`config.mk`:
```
export PLATFORM = sky130hd
export DESIGN_NAME = ddr2_sys_onchip_mem_arbiter
export DESIGN_NICKNAME = d
export VERILOG_FILES = /design/src/rtl/ddr2_sys_arb_pkg.sv /design/src/rtl/ddr2_sys_arb_rdpipe.sv /design/src/rtl/ddr2_sys_onchip_mem_arbiter.sv
export SDC_FILE = /design/constraint.sdc
export NUM_CORES = 1
export LEC_CHECK = 0
export ABC_CLOCK_PERIOD_IN_PS = 2600
export CORE_MARGIN = 5
export CORE_UTILIZATION = 39
export DETAILED_ROUTE_END_ITERATION = 16
export MAX_ROUTING_LAYER = met4
export PLACE_DENSITY = 0.86
export RECOVER_POWER = 100
export SLEW_MARGIN = 30
export SYNTH_ARGS = -nofsm -noshare
export SYNTH_HDL_FRONTEND = slang
export SYNTH_HIERARCHICAL = 1
export SYNTH_SLANG_ARGS = --single-unit
```
`constraint.sdc`:
```
create_clock -name clk -period 2.6 [get_ports clk]
set_input_delay 0.52 -clock clk [delete_from_list [all_inputs] [get_ports clk]]
set_output_delay 0.52 -clock clk [all_outputs]
set_load 0.1 [all_outputs]
```
`src/rtl/ddr2_sys_arb_pkg.sv`:
```
// Shared types and constants for the ddr2_sys on-chip RAM arbiter.
package ddr2_sys_arb_pkg;

    localparam int unsigned DEPTH     = 38400;
    localparam int unsigned MAX_BURST = 16;

    typedef enum logic [1:0] {
        IDLE,
        WR_BURST,
        RD_BURST
    } arb_state_e;

    // One entry per issued RAM read, tracked until its data is returned.
    typedef struct packed {
        logic valid;
        logic id;
        logic oor;
    } rd_entry_t;

endpackage

```
`src/rtl/ddr2_sys_arb_rdpipe.sv`:
```
// Read return pipeline: follows each issued read through the one-cycle RAM
// latency plus one output register, then steers the beat to its master.
module ddr2_sys_arb_rdpipe
    import ddr2_sys_arb_pkg::*;
#(
    parameter int unsigned DATA_W = 32
) (
    input  logic              clk,
    input  logic              reset_n,
    input  rd_entry_t         issue,
    input  logic [DATA_W-1:0] mem_readdata,
    output logic [DATA_W-1:0] m0_readdata,
    output logic              m0_readdatavalid,
    output logic [DATA_W-1:0] m1_readdata,
    output logic              m1_readdatavalid
);

    rd_entry_t         s0_q;
    rd_entry_t         s1_q;
    logic [DATA_W-1:0] data_q;

    // Shift the read tags; capture RAM data when its tag reaches stage 0.
    always_ff @(posedge clk or negedge reset_n) begin
        if (!reset_n) begin
            s0_q   <= '0;
            s1_q   <= '0;
            data_q <= '0;
        end else begin
            s0_q <= issue;
            s1_q <= s0_q;
            if (s0_q.valid) begin
                data_q <= mem_readdata;
            end
        end
    end

    // Demux to the owning master; out-of-range beats return zero.
    always_comb begin
        m0_readdatavalid = s1_q.valid && !s1_q.id;
        m1_readdatavalid = s1_q.valid && s1_q.id;
        m0_readdata      = (m0_readdatavalid && !s1_q.oor) ? data_q : '0;
        m1_readdata      = (m1_readdatavalid && !s1_q.oor) ? data_q : '0;
    end

endmodule

```
`src/rtl/ddr2_sys_onchip_mem_arbiter.sv`:
```
// Round-robin two-master burst arbiter in front of the ddr2_sys on-chip RAM.
// A grant is held for a whole burst; one RAM access per cycle at most.
module ddr2_sys_onchip_mem_arbiter #(
    parameter int unsigned ADDR_W = 16,
    parameter int unsigned DATA_W = 32,
    parameter int unsigned DEPTH  = ddr2_sys_arb_pkg::DEPTH,
    parameter int unsigned BC_W   = 5
) (
    input  logic                clk,
    input  logic                reset_n,
    input  logic [ADDR_W-1:0]   m0_address,
    input  logic [BC_W-1:0]     m0_burstcount,
    input  logic                m0_read,
    input  logic                m0_write,
    input  logic [DATA_W/8-1:0] m0_byteenable,
    input  logic [DATA_W-1:0]   m0_writedata,
    output logic                m0_waitrequest,
    output logic [DATA_W-1:0]   m0_readdata,
    output logic                m0_readdatavalid,
    input  logic [ADDR_W-1:0]   m1_address,
    input  logic [BC_W-1:0]     m1_burstcount,
    input  logic                m1_read,
    input  logic                m1_write,
    input  logic [DATA_W/8-1:0] m1_byteenable,
    input  logic [DATA_W-1:0]   m1_writedata,
    output logic                m1_waitrequest,
    output logic [DATA_W-1:0]   m1_readdata,
    output logic                m1_readdatavalid,
    output logic [ADDR_W-1:0]   mem_address,
    output logic [DATA_W/8-1:0] mem_byteenable,
    output logic                mem_chipselect,
    output logic                mem_write,
    output logic [DATA_W-1:0]   mem_writedata,
    input  logic [DATA_W-1:0]   mem_readdata,
    output logic                mem_clken
);

    import ddr2_sys_arb_pkg::*;

    localparam logic [ADDR_W-1:0] ADDR_LIMIT = ADDR_W'(DEPTH);
    localparam logic [BC_W-1:0]   BC_ONE     = BC_W'(1);
    localparam logic [BC_W-1:0]   BC_MAX     = BC_W'(MAX_BURST);

    arb_state_e        state_q, state_d;
    logic [ADDR_W-1:0] addr_q, addr_d;
    logic [BC_W-1:0]   cnt_q, cnt_d;
    logic              gnt_q, gnt_d;
    logic              last_grant_q, last_grant_d;
    logic              first_q, first_d;
    logic              clken_q;

    logic              m0_req, m1_req;
    logic              pick, pick_read;
    logic [BC_W-1:0]   pick_bc;
    logic              in_range;
    logic              sel_write;
    logic              grant_open;
    logic [ADDR_W-1:0] addr_next;
    rd_entry_t         issue;

    // Zero means a single beat; anything above the RAM's burst limit is clamped.
    function automatic logic [BC_W-1:0] burst_len(input logic [BC_W-1:0] bc);
        if (bc == '0) begin
            return BC_ONE;
        end
        if (bc > BC_MAX) begin
            return BC_MAX;
        end
        return bc;
    endfunction

    // State, burst address/count and arbitration history.
    always_ff @(posedge clk or negedge reset_n) begin
        if (!reset_n) begin
            state_q      <= IDLE;
            addr_q       <= '0;
            cnt_q        <= '0;
            gnt_q        <= 1'b0;
            last_grant_q <= 1'b1;
            first_q      <= 1'b0;
            clken_q      <= 1'b0;
        end else begin
            state_q      <= state_d;
            addr_q       <= addr_d;
            cnt_q        <= cnt_d;
            gnt_q        <= gnt_d;
            last_grant_q <= last_grant_d;
            first_q      <= first_d;
            clken_q      <= 1'b1;
        end
    end

    // Arbitration, burst sequencing and RAM command generation.
    always_comb begin
        state_d      = state_q;
        addr_d       = addr_q;
        cnt_d        = cnt_q;
        gnt_d        = gnt_q;
        last_grant_d = last_grant_q;
        first_d      = 1'b0;
        grant_open   = 1'b0;
        issue        = '0;

        m0_req    = m0_read | m0_write;
        m1_req    = m1_read | m1_write;
        pick      = (m0_req && m1_req) ? ~last_grant_q : m1_req;
        pick_read = pick ? m1_read : m0_read;
        pick_bc   = pick ? m1_burstcount : m0_burstcount;
        sel_write = gnt_q ? m1_write : m0_write;
        in_range  = addr_q < ADDR_LIMIT;
        // Saturate rather than wrap back into valid memory.
        addr_next = (addr_q == '1) ? addr_q : addr_q + ADDR_W'(1);

        mem_address    = addr_q;
        mem_byteenable = gnt_q ? m1_byteenable : m0_byteenable;
        mem_writedata  = gnt_q ? m1_writedata : m0_writedata;
        mem_chipselect = 1'b0;
        mem_write      = 1'b0;

        case (state_q)
            IDLE: begin
                if (m0_req || m1_req) begin
                    gnt_d        = pick;
                    last_grant_d = pick;
                    addr_d       = pick ? m1_address : m0_address;
                    cnt_d        = burst_len(pick_bc);
                    first_d      = pick_read;
                    state_d      = pick_read ? RD_BURST : WR_BURST;
                end
            end
            WR_BURST: begin
                grant_open = 1'b1;
                if (sel_write) begin
                    mem_chipselect = in_range;
                    mem_write      = in_range;
                    addr_d         = addr_next;
                    cnt_d          = cnt_q - BC_ONE;
                    if (cnt_q == BC_ONE) begin
                        state_d = IDLE;
                    end
                end
            end
            RD_BURST: begin
                // Only the command cycle is acknowledged; the rest is self-timed.
                grant_open     = first_q;
                mem_chipselect = in_range;
                mem_byteenable = '1;
                issue.valid    = 1'b1;
                issue.id       = gnt_q;
                issue.oor      = !in_range;
                addr_d         = addr_next;
                cnt_d          = cnt_q - BC_ONE;
                if (cnt_q == BC_ONE) begin
                    state_d = IDLE;
                end
            end
            default: begin
                state_d = IDLE;
            end
        endcase

        m0_waitrequest = !(grant_open && !gnt_q);
        m1_waitrequest = !(grant_open && gnt_q);
    end

    assign mem_clken = clken_q;

    ddr2_sys_arb_rdpipe #(
        .DATA_W(DATA_W)
    ) u_rdpipe (
        .clk              (clk),
        .reset_n          (reset_n),
        .issue            (issue),
        .mem_readdata     (mem_readdata),
        .m0_readdata      (m0_readdata),
        .m0_readdatavalid (m0_readdatavalid),
        .m1_readdata      (m1_readdata),
        .m1_readdatavalid (m1_readdatavalid)
    );

endmodule
```
==> impl_metrics.ini <==
[synth]
synthArstFlopShare_pct = 100
synth-seq-area-share_pct = 34.7
synthCells = 447
synth_ff_type = dfrtp_1
syn_avg_cell_area_um2 = 10.5
syn_nets = 605
ys_seq_elements = 65
post_synth_num_cell_types = 60
yosys_warnings = 6
netlist_area_um2 = 4690
synth_edf_count = 0

[sta]
maxSlewViolCount = 0
worstMarginPinSlew_ns = 1.25
setup_viol = 0
final-hold-violation-count = 0
fin_crit_sh_pct = 94.0
slew_headroom_pct = 16.8
rsz0062_at_grt = false
fin_crit_ns = 2.44
skew_ns = 0.00509
holdWs_ns = 0.346
fmax_ghz = 0.409

[layout]
area_delta_synth_final_pct = 70.4
final_cells = 858
nets = 865
final_layout_size_suffix_gt1_share_pct = 27.5
fin_util_pct = 67.1

[floorplanning]
die_x_um = 120
ios = 275
core_um2 = 11900
rows = 40
initial_core_util_pct = 39.4
die_h_um = 120
die_area_um2 = 14300

[global_route]
grt_max_degree = 67
overflow = 0
grt_pass1_wl_um = 27200
antenna_found_initial = 2
grt.total_usage_pct = 24.5
first_global_vias = 4764

[hold_path]
hold_class = input pin to async pin

[worst_setup_path]
r2r_end = mem_address[12]
cp.arrival_ns = 1.92
cp-endpoint = mem_writedata[30]
reg2reg_depth = 6
worstPathRequired_ns = 2.08
critPathKind = register to primary output
cp-end-kind = primary output
timing.rr.start = mem_address[0]
worstSetupStartpointType = register
cp_max_fo = 36
crit_start = gnt_q
r2r_slack_ns = 0.29

[clock_network]
clk_root_buffer_cell = clkbuf_16
cts_made_buffers = 9
tritoncts = done
numClockSinks = 65
path_clk_slew_ns = 0.05
clk_path_buf_depth = 2
clk_latency_ns = 0.32
cts-htree-levels = 3

[job]
drv_cap = 0

[placement]
port_buffers = 274
gp_congestion = 0.936
dp_hpwl_um = 14000
placed_cells = 843

[drt]
wl_per_cell_um = 20.5
vias = 4698
drtIter0Drc = 278
first_pass_iters = 5
ant_nets = 0
viasPerCell = 5.48
drc = 0
wirelength_um = 17600

[status]
outcome = finished, final reports clean
## cells in the mapped netlist, types with 6 or more instances
master	instances	area (um2)
and4bb_2	23	288
buf_6	7	78.8
a21oi_1	17	85.1
buf_2	12	60.1
dfrtp_1	64	1600
nand3_1	15	75.1
mux2i_1	8	80.1
nand2_1	29	109
and4b_1	32	320
clkbuf_1	13	48.8
o21ai_0	16	80.1
ha_1	6	75.1
nor2_1	15	56.3
inv_1	11	41.3
mux2_2	67	754
and3_1	9	56.3
mux2_4	10	150
## how the worst min path moves through the flow
stage	depth (start not counted)	slack [ns]	endpoint	start
after floorplan	0	0.22	cnt_q[0]	reset_n
after global placement	0	0.33	u_rdpipe/s1_q[0]	u_rdpipe/s0_q[0]
after detailed placement	0	0.34	u_rdpipe/s1_q[1]	u_rdpipe/s0_q[1]
after CTS	1	0.14	mem_address[6]	reset_n
after global routing	0	0.36	u_rdpipe/s1_q[1]	u_rdpipe/s0_q[1]
final	1	0.35	mem_address[5]	reset_n
## repair_timing
action                     CTS  global route
hold buffers                 0             0
gates resized for setup      1             2
buffers inserted             0             0
setup endpoints to repair    2             3
## state kept, by name, indices dropped and copies added (netlist names), 2 cells and up
name and count:
cnt_q 5, mem_address 16, state_q 2, u_rdpipe/data_q 32, u_rdpipe/s0_q 3, u_rdpipe/s1_q 3
## logic make-up after synthesis
logic type / share of synthesized area (%)
compound gates: 9.58
fa+ha+maj: 1.60
buf+inv: 6.11
flops: 34.7
mux: 21.0
other cells: 0.0799
simple gates: 26.9
## layout by cell type (no fill, tap or decap), drive strengths merged, types with 2 or more instances in the layout
cell / count
clkdlybuf4s50: 150
buf: 94
mux2: 77
dfrtp: 64
clkbuf: 58
and4b: 32
nand2: 29
and4bb: 27
a21oi: 17
o21ai: 17
nor2: 16
nand3: 15
inv: 11
and3: 9
mux2i: 8
ha: 6
o22ai: 5
nor3: 5
nor4bb: 5
and2: 5
nor4: 5
a311oi: 4
a2bb2oi: 4
nor3b: 4
o31ai: 4
nand4: 4
nand2b: 3
a31oi: 3
a22oi: 3
nor2b: 3
diode: 2
or3: 2
clkinv: 2
a221o: 2
## routing by layer
layer	up-vias	wire length, um	global-route usage [%]
li1	2217	-	-
met1	2278	7590	30.2
met2	186	8840	42.1
met3	17	1040	5.09
met4	0	160	4.37
met5	-	0	-
## stage by stage
step	worst slack, ns	cell area (um2)	setup TNS, ns
floorplan	-0.399	4740	-2.18
global placement	0.118	8580	0
detailed placement	0.0420	8580	0
CTS	0.0666	8840	0
global route	0.0449	8000	0
finish	0.156	8000	0
## cell type report
type | count | area, um2
clock inverter | 1 | 5.00
sequential | 65 | 1630
clock buffer | 12 | 256
multi-input combinational | 329 | 2760
fill | 930 | 3920
antenna | 2 | 5.00
inverter | 12 | 45.0
tap | 147 | 184
timing repair buffer | 290 | 3110
## worst max-delay path: stages (launching register included)
cell and delay, ns:
dfrtp_1 0.45, clkbuf_4 0.52, mux2_1 0.43, buf_12 0.19
Power is not shown: default switching activity piles up to over one toggle a cycle in this logic, so the estimate is an artifact.
